==> config.mk <==
export PLATFORM = sky130hd
export DESIGN_NAME = alu_arbiter
export DESIGN_NICKNAME = d
export VERILOG_FILES = /design/src/rtl/alu_arbiter_pkg.sv /design/src/rtl/alu_arbiter_rsp_slot.sv /design/src/rtl/alu_arbiter.sv
export SDC_FILE = /design/constraint.sdc
export NUM_CORES = 1
export LEC_CHECK = 0
export BUFFER_PORTS_ARGS = -buffer_cell sky130_fd_sc_hd__buf_2
export CAP_MARGIN = 5
export CORE_AREA = 5 5 235 237
export DETAILED_ROUTE_END_ITERATION = 12
export DIE_AREA = 0 0 240 242
export SYNTH_ARGS = -nofsm -noshare
export SYNTH_HDL_FRONTEND = slang
export SYNTH_HIERARCHICAL = 1
export SYNTH_SLANG_ARGS = --single-unit
==> constraint.sdc <==
create_clock -name clk -period 4 [get_ports clk]
set_input_delay 0 -clock clk [delete_from_list [all_inputs] [get_ports clk]]
set_output_delay 0 -clock clk [all_outputs]
set_load 0.01 [all_outputs]
==> src/rtl/alu_arbiter_pkg.sv <==
// Shared definitions for the two-requester ALU arbiter: op codes, flag
// indices, FSM states and the packed response record.
package alu_arbiter_pkg;

  localparam int DATA_W = 64;
  localparam int CTRL_W = 4;
  localparam int FLAG_W = 4;

  localparam logic [CTRL_W-1:0] ALU_AND = 4'b0000;
  localparam logic [CTRL_W-1:0] ALU_OR  = 4'b0001;
  localparam logic [CTRL_W-1:0] ALU_ADD = 4'b0010;
  localparam logic [CTRL_W-1:0] ALU_SUB = 4'b0110;
  localparam logic [CTRL_W-1:0] ALU_EOR = 4'b0111;

  localparam int FLAG_Z = 0;
  localparam int FLAG_C = 1;
  localparam int FLAG_N = 2;
  localparam int FLAG_V = 3;

  typedef enum logic {
    IDLE = 1'b0,
    EXEC = 1'b1
  } state_t;

  typedef struct packed {
    logic              error;
    logic [FLAG_W-1:0] flags;
    logic [DATA_W-1:0] result;
  } rsp_t;

  function automatic logic is_legal_ctrl(input logic [CTRL_W-1:0] ctrl);
    logic w_ok;
    case (ctrl)
      ALU_AND, ALU_OR, ALU_ADD, ALU_SUB, ALU_EOR: w_ok = 1'b1;
      default:                                    w_ok = 1'b0;
    endcase
    return w_ok;
  endfunction

endpackage

==> src/rtl/alu_arbiter_rsp_slot.sv <==
// One per-requester response register: loads on capture, holds until drained.
// Latency: visible the cycle after capture; backpressure: holds while i_rdy=0.
module alu_arbiter_rsp_slot
  import alu_arbiter_pkg::*;
(
  input  logic clk,
  input  logic rst_n,
  input  logic i_cap,
  input  rsp_t i_rsp,
  input  logic i_rdy,
  output logic o_vld,
  output rsp_t o_rsp
);

  logic r_vld;
  rsp_t r_rsp;

  always_ff @(posedge clk) begin
    if (!rst_n) begin
      r_vld <= 1'b0;
      r_rsp <= '0;
    end else if (i_cap) begin
      r_vld <= 1'b1;
      r_rsp <= i_rsp;
    end else if (r_vld && i_rdy) begin
      r_vld <= 1'b0;
    end
  end

  assign o_vld = r_vld;
  assign o_rsp = r_rsp;

endmodule

==> src/rtl/alu_arbiter.sv <==
// Round-robin sharing of one combinational ALU between two requesters.
// Latency: accept-to-rspValid 2 cycles, 1 op per 2 cycles; a pending response blocks its requester.
module alu_arbiter
  import alu_arbiter_pkg::*;
#(
  parameter int DATA_WIDTH = 64,
  parameter int CTRL_WIDTH = 4
) (
  input  logic                  clk,
  input  logic                  rst_n,
  input  logic [1:0]            reqValid,
  output logic [1:0]            reqReady,
  input  logic [CTRL_WIDTH-1:0] reqControl0,
  input  logic [DATA_WIDTH-1:0] reqOpA0,
  input  logic [DATA_WIDTH-1:0] reqOpB0,
  input  logic [CTRL_WIDTH-1:0] reqControl1,
  input  logic [DATA_WIDTH-1:0] reqOpA1,
  input  logic [DATA_WIDTH-1:0] reqOpB1,
  output logic [1:0]            rspValid,
  input  logic [1:0]            rspReady,
  output logic [DATA_WIDTH-1:0] rspResult0,
  output logic [DATA_WIDTH-1:0] rspResult1,
  output logic [3:0]            rspFlags0,
  output logic [3:0]            rspFlags1,
  output logic [1:0]            rspError,
  output logic [CTRL_WIDTH-1:0] aluControl,
  output logic [DATA_WIDTH-1:0] aluOperandA,
  output logic [DATA_WIDTH-1:0] aluOperandB,
  input  logic [DATA_WIDTH-1:0] aluResult,
  input  logic                  aluZero,
  input  logic                  aluCarry,
  input  logic                  aluNegative,
  input  logic                  aluOverflow
);

  state_t                r_state;
  state_t                w_state_nxt;
  logic                  r_owner;
  logic                  r_rr_ptr;
  logic [CTRL_WIDTH-1:0] r_ctrl;
  logic [DATA_WIDTH-1:0] r_op_a;
  logic [DATA_WIDTH-1:0] r_op_b;
  logic                  r_illegal;

  logic [1:0]            w_elig;
  logic [1:0]            w_grant;
  logic                  w_grant_idx;
  logic                  w_accept;
  logic [1:0]            w_cap;
  rsp_t                  w_cap_rsp;
  logic                  w_vld0;
  logic                  w_vld1;
  rsp_t                  w_rsp0;
  rsp_t                  w_rsp1;
  logic [CTRL_WIDTH-1:0] w_sel_ctrl;

  // Eligibility looks at the registered response valids, so a slot being
  // drained this cycle still blocks its requester until the next one.
  always_comb begin
    w_elig  = reqValid & ~rspValid;
    w_grant = 2'b00;
    case (w_elig)
      2'b11:   w_grant = r_rr_ptr ? 2'b10 : 2'b01;
      2'b01:   w_grant = 2'b01;
      2'b10:   w_grant = 2'b10;
      default: w_grant = 2'b00;
    endcase
    w_grant_idx = w_grant[1];
    w_sel_ctrl  = w_grant_idx ? reqControl1 : reqControl0;
  end

  always_comb begin
    w_state_nxt = r_state;
    reqReady    = 2'b00;
    w_accept    = 1'b0;
    w_cap       = 2'b00;
    aluControl  = '0;
    aluOperandA = '0;
    aluOperandB = '0;
    case (r_state)
      IDLE: begin
        if (rst_n) begin
          reqReady = w_grant;
          w_accept = |w_grant;
        end
        if (w_accept) w_state_nxt = EXEC;
      end
      EXEC: begin
        w_cap[r_owner] = 1'b1;
        if (!r_illegal) begin
          aluControl  = r_ctrl;
          aluOperandA = r_op_a;
          aluOperandB = r_op_b;
        end
        w_state_nxt = IDLE;
      end
      default: w_state_nxt = IDLE;
    endcase
  end

  always_ff @(posedge clk) begin
    if (!rst_n) r_state <= IDLE;
    else        r_state <= w_state_nxt;
  end

  always_ff @(posedge clk) begin
    if (!rst_n) begin
      r_owner   <= 1'b0;
      r_rr_ptr  <= 1'b0;
      r_ctrl    <= '0;
      r_op_a    <= '0;
      r_op_b    <= '0;
      r_illegal <= 1'b0;
    end else if (w_accept) begin
      r_owner   <= w_grant_idx;
      r_rr_ptr  <= ~w_grant_idx;
      r_ctrl    <= w_sel_ctrl;
      r_op_a    <= w_grant_idx ? reqOpA1 : reqOpA0;
      r_op_b    <= w_grant_idx ? reqOpB1 : reqOpB0;
      r_illegal <= !is_legal_ctrl(w_sel_ctrl);
    end
  end

  // An illegal op never reaches the ALU, so its response is forced to zero.
  always_comb begin
    w_cap_rsp        = '0;
    w_cap_rsp.error  = r_illegal;
    if (!r_illegal) begin
      w_cap_rsp.result         = aluResult;
      w_cap_rsp.flags[FLAG_Z]  = aluZero;
      w_cap_rsp.flags[FLAG_C]  = aluCarry;
      w_cap_rsp.flags[FLAG_N]  = aluNegative;
      w_cap_rsp.flags[FLAG_V]  = aluOverflow;
    end
  end

  alu_arbiter_rsp_slot u_slot0 (
    .clk   (clk),
    .rst_n (rst_n),
    .i_cap (w_cap[0]),
    .i_rsp (w_cap_rsp),
    .i_rdy (rspReady[0]),
    .o_vld (w_vld0),
    .o_rsp (w_rsp0)
  );

  alu_arbiter_rsp_slot u_slot1 (
    .clk   (clk),
    .rst_n (rst_n),
    .i_cap (w_cap[1]),
    .i_rsp (w_cap_rsp),
    .i_rdy (rspReady[1]),
    .o_vld (w_vld1),
    .o_rsp (w_rsp1)
  );

  assign rspValid   = {w_vld1, w_vld0};
  assign rspError   = {w_rsp1.error, w_rsp0.error};
  assign rspResult0 = w_rsp0.result;
  assign rspResult1 = w_rsp1.result;
  assign rspFlags0  = w_rsp0.flags;
  assign rspFlags1  = w_rsp1.flags;

endmodule

==> flow_metrics.env, run 1 <==
export IMPL_status="finished clean"
export IMPL_clockRootBuffer="clkbuf_16"
export IMPL_arrival_ns=3.52
export IMPL_min_path_type="in2reg"
export IMPL_ys_ff_latch=276
export IMPL_slew_violations=0
export IMPL_yosys_top_cells_area="dfxtp_1, mux2i_1, nor2b_1, a221o_1, and2_1"
export IMPL_synth_cell_types=31
export IMPL_io_buffers=611
export IMPL_p_leak_nw=9.54
export IMPL_cp_slowest_cell="and2_4"
export IMPL_cts_made_buffers=31
export IMPL_grt_max_degree=173
export IMPL_syn_area_mm2=0.0121
export IMPL_syn_to_final_growth_pct=66.7
export IMPL_cts_max_level=1
export IMPL_wl_um=49600
export IMPL_path_clk_slew_ns=0.06
export IMPL_grt_pass1_wl_um=73900
export IMPL_finalNetCount=2430
export IMPL_die_area_mm2=0.0581
export IMPL_cts_path_max_buffers=3
export IMPL_post_cts_setup_buffers=0
export IMPL_core_mm2=0.0531
export IMPL_gr_total_overflow=0
export IMPL_fillCellCount=5188
export IMPL_multi_input_area_mm2=0.00588
export IMPL_hpwl_um=32400
export IMPL_insertion_delay_ns=0.56
export IMPL_switching_share_pct=26.1
export IMPL_syn_inst=1195
export IMPL_crit_required_ns=4.49
export IMPL_die_w_um=240
export IMPL_cp_common_cell="buf_4"
export IMPL_antenna_found_initial=13
export IMPL_period_needed_ns=3.03
export IMPL_grt_pass1_vias=13200
export IMPL_antenna_left=0
export IMPL_power_frac_clock_pct=38.0
export IMPL_final_common_cell="buf_2"
export IMPL_drtIter0Drc=573
export IMPL_max_freq_mhz=330
export IMPL_drtPass1Iterations=5
export IMPL_ir_drop_mv=0.281
export IMPL_netSwitchingPower_mw=2.03
export IMPL_pin_count=612
export IMPL_finalSetupTns_ns=0
export IMPL_grt_util_all_layers_pct=15.6
export IMPL_worst_pin_slew_ns=1.08
export IMPL_critPathLaunchType="flip-flop"
export IMPL_power_frac_seq_pct=40.4
export IMPL_skew_ns=0.0145
export IMPL_cts_tree="yes"
export IMPL_hold_viol=0
export IMPL_grt_setup_unrepaired="false"
export IMPL_yosys_area_top_type="dfxtp_1"
export IMPL_seq_area_mm2=0.00553
export IMPL_finalNonFillerCells=2820
export IMPL_route_detailed_drc=0
export IMPL_avgSynthCellArea_um2=10.1
export IMPL_intPower_mw=5.76
export IMPL_worstPathMaxFanout=56
export IMPL_final_cell_mix="buf_2, dlygate4sd3_1, dfxtp_1"
export IMPL_cp_num_buf_inv=3
export IMPL_ys_seq_area_share_pct=45.8
export IMPL_gp_congestion=0.892
export IMPL_cts_sinks=276
export IMPL_cap_viol_max_count=0
export IMPL_dp_cells=2406
export IMPL_start_util_pct=22.7
export IMPL_detail_route_vias_per_cell=4.55
export IMPL_synth_nets=1533
export IMPL_crit_type="reg2reg"
export IMPL_chipHeight_um=242
export IMPL_path_delay_family="buffers and inverters"
export IMPL_synth_warning_count=6
export IMPL_power_density_mw_per_mm2=387
export IMPL_routed_via_count=12800
export IMPL_num_rows=85
export IMPL_crit_chain="nand2b_1 -> a21oi_4 -> buf_4 -> and2_4 -> buf_4 -> a221o_1 -> dlygate4sd3_1"
export IMPL_layout_drive_gt1_share_pct=32.6
export IMPL_slew_headroom_pct=27.6
export IMPL_synth_top_area_share_pct=45.8
export IMPL_wl_per_cell_um=17.6
export IMPL_critPathCaptureType="flip-flop"
export IMPL_fin_crit_sh_pct=75.7
export IMPL_whs_ns=0.195
export IMPL_combPwrFrac_pct=21.6
export IMPL_setup_violations=0
export IMPL_max_stage_delay_ns=0.65
[flip-flops by register name, indices dropped and copies added, names as in the netlist, 4 cells and up]
name / count
u_slot1/o_rsp: 69
r_op_a: 64
u_slot0/o_rsp: 69
r_op_b: 64
r_ctrl: 4
[worst register-to-register path, cell delays in order (launching register included)]
cell and delay [ns]:
dfxtp_1 0.32, nand2b_1 0.20, a21oi_4 0.12, buf_4 0.34
and2_4 0.65, buf_4 0.53, a221o_1 0.23, dlygate4sd3_1 0.56
[per-stage QoR]
step           setup slack [ns]  cell area [µm²]  util (%)  total power [mW]
3_5_place_dp               1.60            15500      29.3              4.43
5_1_grt                   0.809            20100      37.9              8.15
6_report                  0.972            20100      37.9              7.79
2_1_floorplan              2.46            12100         -              3.92
4_1_cts                    1.02            20100      37.9              7.85
3_3_place_gp               1.64            15500      29.3              4.40
[cells in the mapped netlist]
cell and number:
dfxtp_1 276, nor2b_1 211, mux2i_1 142, and2_1 134, a221o_1 97, and3_1 97
clkbuf_1 70, nand3_1 36, o22ai_1 31, o21ai_0 27, buf_2 16, buf_8 14
buf_6 10, o21ai_1 8, buf_4 3, inv_1 3, o21a_1 3, a31o_2 2
buf_1 2, nand2_1 2, a2111oi_0 1, a21oi_1 1, a21oi_2 1, and2b_1 1
nand2b_1 1, nor2_1 1, nor2_2 1, nor2b_2 1, o211a_1 1, o21ai_2 1
o31ai_1 1
[final timing paths]
path | from | endpoint | slack, ns | depth (start not counted)
max | u_slot0/o_vld | r_op_b[57] | 0.97 | 7
min | reqOpB1[7] | r_op_b[7] | 0.20 | 3
max reg2reg | u_slot0/o_vld | r_op_b[57] | 0.97 | 7
min reg2reg | r_op_a[46] | r_op_a[46] | 0.45 | 2
[layer usage]
layer / vias up / track usage [%] / wire, µm
li1: 6011 / - / -
met1: 6024 / 18.1 / 19200
met2: 650 / 27.4 / 24000
met3: 154 / 3.61 / 4110
met4: 6 / 6.99 / 2350
met5: - / 0 / 39
[final cells by class]
type,count,area share [%]
diodes,8,0.0995
clock buffers,47,4.55
clock inverters,10,0.759
inverters,3,0.0560
multi-input cells,801,29.2
flip-flops and latches,276,27.5
well taps,696,4.33
repair buffers,979,33.5
[cells by family after synthesis]
| logic type | Yosys count | synth area share (%) |
|---|---|---|
| simple gates | 485 | 24.7 |
| buf+inv | 118 | 5.86 |
| flops | 276 | 45.8 |
| compound gates | 174 | 11.8 |
| mux | 142 | 11.8 |
[timing repair]
action                                  4_1_cts  5_1_grt
resized for setup                             0        0
endpoints found under the hold margin       271        0
hold buffers                                349        0
endpoints found under the setup margin        0        0
[power groups by stage]
stage               Sequential [mW]  Clock (mW)  Combinational, mW
finish                         3.14        2.96               1.68
global placement               3.19           0               1.22
floorplan                      3.17           0              0.756
CTS                            3.13        3.06               1.66
detailed placement             3.18           0               1.24
global route                   3.17        3.16               1.82
Note: power is estimated with default switching activity, not from simulation.
==> inputs of run 2 (changes only) <==
clock period = 3 ns   (was 4 ns; I/O delays follow)
==> run 2 against run 1 <==
Die area unchanged. Total power increased by 36%. Sequential share of layout area decreased by 0.085 points. Worst hold slack got worse by 0.13 ns. Fmax up 11%. Global-route usage up 0.21 points. Critical path depth is the same. Flip-flop and latch count stayed put. Via count decreased by 0.53%. Count of clock-buffer cells in the layout stayed put. First-iteration DRC count fell by 5.9%. Setup slack got worse by 0.70 ns. Critical path type unchanged. Largest power group unchanged. Highest routed layer unchanged.
==> flow_metrics.env, run 2 (synthesized netlist as in run 1, its figures left out) <==
export IMPL_status="finished clean"
export IMPL_finalNetCount=2428
export IMPL_final_common_cell="buf_2"
export IMPL_cts_hold_buf=337
export IMPL_start_util_pct=22.7
export IMPL_min_path_type="in2reg"
export IMPL_pin_count=612
export IMPL_final_cell_mix="buf_2, dlygate4sd3_1, dfxtp_1"
export IMPL_insertion_delay_ns=0.57
export IMPL_io_buffers=611
export IMPL_core_mm2=0.0531
export IMPL_cp_common_cell="dlygate4sd3_1"
export IMPL_antenna_left=0
export IMPL_setup_violations=0
export IMPL_max_stage_delay_ns=0.57
export IMPL_slew_headroom_pct=46.9
export IMPL_multi_input_area_mm2=0.00588
export IMPL_drtIter0Drc=539
export IMPL_skew_ns=0.0172
export IMPL_critPathCaptureType="flip-flop"
export IMPL_cts_path_max_buffers=3
export IMPL_cp_num_buf_inv=3
export IMPL_cts_made_buffers=31
export IMPL_cts_sinks=276
export IMPL_antenna_found_initial=15
export IMPL_grt_util_all_layers_pct=15.8
export IMPL_wl_per_cell_um=17.6
export IMPL_gr_total_overflow=0
export IMPL_max_freq_mhz=366
export IMPL_cts_resized=0
export IMPL_finalSetupTns_ns=0
export IMPL_layout_drive_gt1_share_pct=33.3
export IMPL_post_cts_setup_buffers=0
export IMPL_syn_to_final_growth_pct=67.3
export IMPL_hpwl_um=33000
export IMPL_worst_pin_slew_ns=0.795
export IMPL_period_needed_ns=2.73
export IMPL_grt_max_degree=173
export IMPL_p_leak_nw=9.56
export IMPL_slew_violations=0
export IMPL_critPathLaunchType="flip-flop"
export IMPL_cts_max_level=1
export IMPL_arrival_ns=3.18
export IMPL_cap_viol_max_count=0
export IMPL_cts_tree="yes"
export IMPL_clockRootBuffer="clkbuf_16"
export IMPL_path_clk_slew_ns=0.06
export IMPL_worstPathMaxFanout=11
export IMPL_fin_crit_sh_pct=91.0
export IMPL_gp_congestion=0.858
export IMPL_crit_required_ns=3.45
export IMPL_crit_type="reg2reg"
export IMPL_path_delay_family="buffers and inverters"
export IMPL_chipHeight_um=242
export IMPL_fin_util_pct=38.0
export IMPL_ir_drop_mv=0.397
export IMPL_drtPass1Iterations=5
export IMPL_cp_slowest_cell="dlygate4sd3_1"
export IMPL_fillCellCount=5128
export IMPL_wl_um=49700
export IMPL_seq_area_mm2=0.00553
export IMPL_die_area_mm2=0.0581
export IMPL_routed_via_count=12800
export IMPL_crit_chain="nor2b_2 -> o21a_1 -> buf_4 -> o211a_1 -> dlygate4sd3_1 -> o31ai_1 -> dlygate4sd3_1"
export IMPL_detail_route_vias_per_cell=4.53
export IMPL_place_ws_ns=0.968
export IMPL_worst_slack_ns=0.271
export IMPL_power_density_mw_per_mm2=524
export IMPL_grt_setup_unrepaired="false"
export IMPL_die_w_um=240
export IMPL_grt_pass1_wl_um=75000
export IMPL_num_rows=85
export IMPL_hold_viol=0
export IMPL_whs_ns=0.0609
export IMPL_route_detailed_drc=0
export IMPL_grt_pass1_vias=13300
-- run 2: worst reg2reg max path: stages, from the launching register on --
cell           delay (ns)
dfxtp_1              0.32
nor2b_2              0.26
o21a_1               0.45
buf_4                0.24
o211a_1              0.15
dlygate4sd3_1        0.55
o31ai_1              0.07
dlygate4sd3_1        0.57
-- run 2: layer usage --
| layer | vias to the layer above | global-route usage, % | wire length, µm |
|---|---|---|---|
| met5 | - | 0 | 25 |
| met4 | 4 | 7.08 | 2290 |
| met3 | 132 | 3.69 | 3990 |
| met2 | 595 | 27.3 | 24100 |
| met1 | 6036 | 18.6 | 19300 |
| li1 | 6010 | - | - |
-- run 2: layout make-up --
type | instances | share of cell area [%]
flip-flops and latches | 276 | 27.4
repair buffers | 977 | 33.4
clock inverters | 9 | 0.843
clock buffers | 47 | 4.74
well taps | 696 | 4.31
diodes | 13 | 0.161
multi-input cells | 801 | 29.1
inverters | 3 | 0.0558
-- run 2: worst paths after layout --
path / depth (start not counted) / to / slack, ns / start
min reg2reg: 2 / r_op_a[52] / 0.45 / r_op_a[52]
max reg2reg: 7 / r_illegal / 0.27 / u_slot1/o_vld
min: 3 / u_slot0/o_rsp[22] / 0.06 / rst_n
max: 7 / r_illegal / 0.27 / u_slot1/o_vld
-- run 2: stage by stage --
| stage | instances | instance area [µm²] | power (mW) |
|---|---|---|---|
| after global placement | 2416 | 15700 | 5.91 |
| final | 2822 | 20200 | 10.6 |
| after detailed placement | 2416 | 15700 | 5.93 |
| after floorplan | 1195 | 12100 | 5.23 |
| after global routing | 2818 | 20200 | 11.0 |
| after CTS | 2809 | 20200 | 10.7 |
-- run 2: power by group --
part	switching, mW	internal (mW)	leakage, nW
sequential	0.186	4.00	2.26
combinational	0.999	1.25	6.74
clock	1.55	2.60	0.559
